**config.mk**
```make
export PLATFORM = sky130hd
export DESIGN_NAME = xif_copro_ex_multi
export DESIGN_NICKNAME = d
export VERILOG_FILES = /design/src/rtl/xif_copro_ex_multi.sv
export SDC_FILE = /design/constraint.sdc
export NUM_CORES = 2
export LEC_CHECK = 0
export BUFFER_PORTS_ARGS = -buffer_cell sky130_fd_sc_hd__buf_2
export CAP_MARGIN = 20
export CORE_ASPECT_RATIO = 1.25
export CORE_MARGIN = 8
export CORE_UTILIZATION = 35
export CTS_CLUSTER_DIAMETER = 30
export DETAILED_ROUTE_END_ITERATION = 16
export HOLD_SLACK_MARGIN = 0.02
export MAX_ROUTING_LAYER = met4
export PLACE_DENSITY = 0.54
export REMOVE_ABC_BUFFERS = 1
export SETUP_SLACK_MARGIN = 0.3
export SLEW_MARGIN = 0
export SYNTH_ARGS = -nofsm -noshare
export SYNTH_HDL_FRONTEND = slang
export SYNTH_SLANG_ARGS = --single-unit
```
**constraint.sdc**
```tcl
create_clock -name clk_i -period 9 [get_ports clk_i]
set_input_delay 0 -clock clk_i [delete_from_list [all_inputs] [get_ports clk_i]]
set_output_delay 0 -clock clk_i [all_outputs]
set_load 0.01 [all_outputs]
```
**src/rtl/xif_copro_ex_multi.sv**
```systemverilog
// xif_copro_ex_multi: XIF coprocessor execution stage.
// Purpose: accepts one decoded instruction per cycle into a single execution
//   slot, runs it with op-dependent latency (1 cycle, or MC_LATENCY cycles for
//   POPCNT/CLZ) and pushes completed result+tag into an in-order result FIFO.
// Ports:
//   clk_i, rst_ni        clock, async active-low reset
//   flush_i              synchronous kill of slot and FIFO contents
//   operand_a_i/_b_i     source operands (b supplies the rotate amount)
//   operator_i, tag_i    operation and instruction tag
//   in_valid_i/in_ready_o    issue handshake
//   out_valid_o/out_ready_i  result handshake
//   tag_o, result_o      FIFO head (0 when empty)
//   count_o              FIFO occupancy

package xif_copro_ex_multi_pkg;
  typedef enum logic [2:0] {
    NONE     = 3'd0,
    BITREV   = 3'd1,
    ROTLEFT  = 3'd2,
    ROTRIGHT = 3'd3,
    POPCNT   = 3'd4,
    CLZ      = 3'd5
  } copro_op_e;
endpackage

module xif_copro_ex_multi
  import xif_copro_ex_multi_pkg::*;
#(
  parameter int unsigned XLEN       = 64,
  parameter type         tag_t      = logic,
  parameter int unsigned DEPTH      = 4,
  parameter int unsigned MC_LATENCY = 4
) (
  input  logic                         clk_i,
  input  logic                         rst_ni,
  input  logic                         flush_i,
  input  logic [XLEN-1:0]              operand_a_i,
  input  logic [XLEN-1:0]              operand_b_i,
  input  copro_op_e                    operator_i,
  input  tag_t                         tag_i,
  input  logic                         in_valid_i,
  output logic                         in_ready_o,
  output logic                         out_valid_o,
  input  logic                         out_ready_i,
  output tag_t                         tag_o,
  output logic [XLEN-1:0]              result_o,
  output logic [$clog2(DEPTH+1)-1:0]   count_o
);

  localparam int unsigned SHW   = $clog2(XLEN);
  localparam int unsigned CNT_W = $clog2(DEPTH + 1);
  localparam int unsigned PTR_W = $clog2(DEPTH);
  localparam int unsigned LAT_W = 4;

  // Execution slot
  logic              r_busy;
  logic [LAT_W-1:0]  r_cnt;
  copro_op_e         r_op;
  logic [XLEN-1:0]   r_a;
  logic [SHW-1:0]    r_amt;
  tag_t              r_tag;

  // Result FIFO
  logic [XLEN-1:0]   r_res_mem [DEPTH];
  tag_t              r_tag_mem [DEPTH];
  logic [PTR_W-1:0]  r_wptr;
  logic [PTR_W-1:0]  r_rptr;
  logic [CNT_W-1:0]  r_count;

  logic              w_full;
  logic              w_complete;
  logic              w_accept;
  logic              w_push;
  logic              w_pop;
  logic              w_is_mc;
  logic [XLEN-1:0]   w_result;
  logic [XLEN-1:0]   w_bitrev;
  logic [XLEN-1:0]   w_popcnt;
  logic [XLEN-1:0]   w_clz;
  logic [XLEN-1:0]   w_rotl;
  logic [XLEN-1:0]   w_rotr;
  logic [SHW:0]      w_inv_amt;
  logic              w_unused_b;

  // Only the low SHW bits of operand B carry the rotate amount.
  assign w_unused_b = ^operand_b_i[XLEN-1:SHW];

  // Handshake and completion control; push is blocked on a full FIFO even if a
  // pop happens in the same cycle.
  assign w_full      = (r_count == CNT_W'(DEPTH));
  assign w_complete  = r_busy & (r_cnt == '0) & ~w_full;
  assign in_ready_o  = ~flush_i & (~r_busy | w_complete);
  assign w_accept    = in_valid_i & in_ready_o;
  assign w_push      = w_complete & ~flush_i;
  assign out_valid_o = (r_count != '0);
  assign w_pop       = out_valid_o & out_ready_i & ~flush_i;
  assign w_is_mc     = (operator_i == POPCNT) | (operator_i == CLZ);

  // FIFO head is read straight from registered storage, gated to 0 when empty.
  assign result_o = out_valid_o ? r_res_mem[r_rptr] : '0;
  assign tag_o    = out_valid_o ? r_tag_mem[r_rptr] : tag_t'(0);
  assign count_o  = r_count;

  // Rotates: a shift by XLEN yields 0, so amount 0 falls out as a unchanged.
  assign w_inv_amt = (SHW+1)'(XLEN) - (SHW+1)'(r_amt);
  assign w_rotl    = (r_a << r_amt) | (r_a >> w_inv_amt);
  assign w_rotr    = (r_a >> r_amt) | (r_a << w_inv_amt);

  // Result computation from the slot contents.
  always_comb begin
    w_bitrev = '0;
    w_popcnt = '0;
    w_clz    = XLEN'(XLEN);
    w_result = '0;
    for (int i = 0; i < XLEN; i++) begin
      w_bitrev[i] = r_a[XLEN-1-i];
      w_popcnt    = w_popcnt + XLEN'(r_a[i]);
      // Highest set bit wins because it is visited last.
      if (r_a[i]) w_clz = XLEN'(XLEN - 1 - i);
    end
    case (r_op)
      BITREV:   w_result = w_bitrev;
      ROTLEFT:  w_result = w_rotl;
      ROTRIGHT: w_result = w_rotr;
      POPCNT:   w_result = w_popcnt;
      CLZ:      w_result = w_clz;
      default:  w_result = '0;
    endcase
  end

  // Execution slot: load on accept, count down, free on completion.
  always_ff @(posedge clk_i or negedge rst_ni) begin
    if (!rst_ni) begin
      r_busy <= 1'b0;
      r_cnt  <= '0;
      r_op   <= NONE;
      r_a    <= '0;
      r_amt  <= '0;
      r_tag  <= tag_t'(0);
    end else if (flush_i) begin
      r_busy <= 1'b0;
      r_cnt  <= '0;
    end else if (w_accept) begin
      r_busy <= 1'b1;
      r_cnt  <= w_is_mc ? LAT_W'(MC_LATENCY - 1) : '0;
      r_op   <= operator_i;
      r_a    <= operand_a_i;
      r_amt  <= operand_b_i[SHW-1:0];
      r_tag  <= tag_i;
    end else if (w_complete) begin
      r_busy <= 1'b0;
    end else if (r_cnt != '0) begin
      r_cnt <= r_cnt - LAT_W'(1);
    end
  end

  // FIFO pointers and occupancy.
  always_ff @(posedge clk_i or negedge rst_ni) begin
    if (!rst_ni) begin
      r_wptr  <= '0;
      r_rptr  <= '0;
      r_count <= '0;
    end else if (flush_i) begin
      r_wptr  <= '0;
      r_rptr  <= '0;
      r_count <= '0;
    end else begin
      if (w_push) r_wptr <= r_wptr + PTR_W'(1);
      if (w_pop)  r_rptr <= r_rptr + PTR_W'(1);
      if (w_push && !w_pop)      r_count <= r_count + CNT_W'(1);
      else if (!w_push && w_pop) r_count <= r_count - CNT_W'(1);
    end
  end

  // FIFO storage; contents are only observable through the occupancy gate.
  always_ff @(posedge clk_i) begin
    if (w_push) begin
      r_res_mem[r_wptr] <= w_result;
      r_tag_mem[r_wptr] <= r_tag;
    end
  end

endmodule
```
==> results.md <==
- The flow ran to the end, and the final reports show no timing, DRC or antenna violations.
- Gates resized during post-CTS repair numbered 0.
- After the first detailed-routing iteration, the DRC count stood at 4,417.
- Entering global routing, the biggest net connects 124 pins.
- The shortest period the worst path allows is roughly 7400 ps.
- The routability-driven placement congestion ratio is between 1 and 1.5.
- Data arrives at the worst endpoint at 7730 ps.
- The cell family with the largest share of critical-path delay is adder cells.
- After detailed routing, the total wire length is between 150,000 and 200,000 um.
- The type of the worst setup path is flip-flop to flip-flop.
- The tool flagged a number of max-cap violations equal to 0.
- The CTS buffer count is 66.
- Counting flops and latches in the post-synthesis netlist gives ~350.
- The first detailed-routing pass took 6 iterations.
- Across all layers, the routed design uses roughly 32,000 vias.
- The layout cell share with drive strength beyond 1 is 0.271.
- The region available for standard cell placement spans ~97,000 um^2.
- The count of input and output buffers is about 150.
- After the flow finishes, the layout carries non-filler instances totaling 4,755.
- The maximum cell stage delay along the critical path is 540 ps.
- Along the worst path, the maximum fanout reaches 4.
- Synthesis produced between 3,000 and 4,000 cells.
- The yosys synthesis warning count is 0.
- The initial core utilization is 0.351.
- The TritonCTS clock tree is yes.
- The die height is between 300 and 400 um.
- The post-route clock period utilization is 0.819.
- The root cell of the clock tree is sky130_fd_sc_hd__clkbuf_16.
- The most numerous cell on the critical path is sky130_fd_sc_hd__fa_1.
- The depth of the CTS H-tree is 3.
- In this run, synthesis inferred 260 flip-flops with an integrated enable.
- Among all stages on the critical path, the largest delay is contributed by sky130_fd_sc_hd__fa_1.
- A synthesized cell averages 10.4 um^2.
- The overall fraction of global-route tracks in use is 0.356.
- The setup-violating endpoint count in the final report is 0.
- Compared with the post-synthesis result, the final layout area differs by 16.1%.
- For this run, the register share of the synthesized area comes to 0.292.
- The HPWL after detailed placement is around 130,000 um.
- The worst setup path is captured at a flip-flop.
- The clock arrives with 23.7 ps of skew.
- The net count of the finished layout is around 3,600.
- The cell total after placement is 4,494.
- The cell area that synthesis handed to floorplanning was roughly 34,000 um^2.
- The per-cell via count in the routed design is approximately 6.8.
- The average detailed-routed wire length per instance is ~40 um.
- Row generation in the floorplan step produced between 100 and 150 rows.
- The data required time at the worst endpoint is 9350 ps.
- The signal on the critical path passes through fa_1 > inv_1 > fa_1 > inv_1 > fa_1 > inv_1 > fa_1 > inv_1 > fa_1 > inv_1 > fa_1 > fa_1 > fa_1 > inv_1 > ha_1 > fa_1 > a21o_1 > a21oi_1 > xnor2_1 > a221oi_1 > o311a_1 > o211ai_1.
- The longest clock path from root to sink contains 3 buffers.
- In the routed design, unresolved DRC markers number 0.
- The number of buffers and inverters on the critical path is 6.
- The number of hold violations in the final report is 0.
- The library cell used most frequently in the layout, excluding fill and tap cells, is sky130_fd_sc_hd__nand2_1.
- The flip-flop cell with the highest count after synthesis is sky130_fd_sc_hd__edfxtp_1.
- For this run, asynchronously set or reset flops after synthesis account for 0.249.
- The clock drives between 300 and 400 sinks.
- Setup repair after global routing left no endpoint under its margin.
- The number of global-route vias before repair is ~32,000.
- The synthesized netlist contains 90 unique library cells.
- The clock edge transition at the registers on the reported setup and hold paths is 50 ps.
- The number of top-level pins is just over 200.
- The library cells used most frequently in the layout, excluding fill and tap cells, are 355 x sky130_fd_sc_hd__nand2_1, 309 x sky130_fd_sc_hd__mux4_2, 288 x sky130_fd_sc_hd__mux2i_1.
- For this run, the top clock speed supported by timing is between 100 and 150 MHz.
- The count of pins over their slew limit is 0.
- The source-to-sink clock delay at the later pin of the worst-skew pair is 660 ps.
- STA classifies the critical path startpoint as a flip-flop.
- The first global-routing pass estimated roughly 260,000 um of wire.
- The floorplan die width is between 200 and 300 um.
- The count of nets left with antenna violations once routing finished came out at 0.
- The path class of the tightest hold or removal check is primary input to flip-flop.
- The floorplan step defined a die boundary enclosing 108,000 um^2.
- The overall overflow remaining after global route is 0.
- The measured slew at the worst slew-check pin is about 1400 ps.
- The headroom to the max-slew limit is 0.0705.
- The number of antenna violations at the first check in global routing is 17.
- The number of fillers in the final layout is between 9,000 and 10,000.
-- flip-flops by register name, indices dropped and copies added, names as in the netlist, 2 cells and up --
name and flops:
count_o 3, r_a 64, r_amt 6, r_cnt 4
r_op 3, r_res_mem 256, r_rptr 2, r_tag_mem 4
r_wptr 2
-- layout make-up --
class                           count  area (um^2)  share of cell area
Multi-Input combinational cell   2430        22000               0.557
Inverter                          110          415              0.0105
Clock inverter                     35          368             0.00930
Clock buffer                       84         1790              0.0453
Sequential cell                   346         9990               0.253
Timing Repair Buffer              437         3310              0.0837
Antenna cell                       13         32.5            0.000823
Tap cell                         1300         1630              0.0411
-- routing by layer --
layer	wire length, um	vias to the layer above	GRT usage
met3	21600	759	0.112
met4	16200	0	0.244
met5	0	-	-
met1	70300	16300	0.424
met2	81700	2326	0.513
li1	-	12800	-
-- cells in the mapped netlist (all sizes together), types with 16 or more instances --
library cell / instances / area, um^2
nand2: 358 / 1340
mux4: 309 / 6960
mux2i: 288 / 2880
edfxtp: 260 / 7810
nor2: 243 / 912
clkbuf: 225 / 845
o21ai: 157 / 786
mux2: 156 / 1760
buf: 150 / 933
a21oi: 131 / 656
inv: 107 / 402
dfrtp: 86 / 2150
and2: 85 / 532
o211ai: 60 / 450
nor3: 57 / 290
fa: 55 / 1100
a211oi: 44 / 330
o22ai: 37 / 231
nand3: 35 / 175
nor4: 29 / 181
a221oi: 28 / 245
o221ai: 27 / 236
ha: 23 / 288
a31oi: 17 / 106
nor2b: 16 / 100
-- what timing repair did --
| action | CTS | global route |
|---|---|---|
| hold buffers | 128 | 0 |
| endpoints found under the hold margin | 172 | 0 |
| setup buffers | 0 | 0 |
-- tightest hold or removal path: cells and delay by family --
family          cells  cell delay [ps]
compound gates      1               60
buf+inv             2              600
simple gates        1               30
-- stage by stage --
stage / instance area [um^2] / setup TNS [ps] / setup WS [ps] / hold slack (ps) / util
finish: 39500 / 0 / 1630 / 89.5 / 0.408
global route: 39500 / 0 / 1380 / 92.8 / 0.408
CTS: 39500 / 0 / 1690 / 58.7 / 0.408
detailed placement: 36100 / 0 / 1730 / -20.6 / 0.372
global placement: 36000 / 0 / 1750 / -21.8 / 0.372
floorplan: 32300 / -2217460 / -9150 / -296 / -
-- final timing paths --
kind / startpoint / end / slack, ps / cells past startpoint
max in group asynchronous: rst_ni / r_a[42] / 7680 / 4
min in group asynchronous: rst_ni / r_rptr[1] / 490 / 4
min reg2reg: r_tag / r_tag_mem[0] / 530 / 0
max reg2reg: r_a[53] / r_res_mem[0][4] / 1630 / 22
max: r_a[53] / r_res_mem[0][4] / 1630 / 22
min: operand_a_i[9] / r_a[9] / 90 / 4
-- logic make-up after synthesis --
logic type      share of synthesized area
compound gates                      0.138
simple gates                        0.118
mux                                 0.341
fa+ha+maj                          0.0408
flops                               0.292
xor+xnor                          0.00588
buf+inv                            0.0643
Power is left out: the tool's default activity adds up to more than one toggle a clock period on the data nets, which glitch-free logic cannot reach.
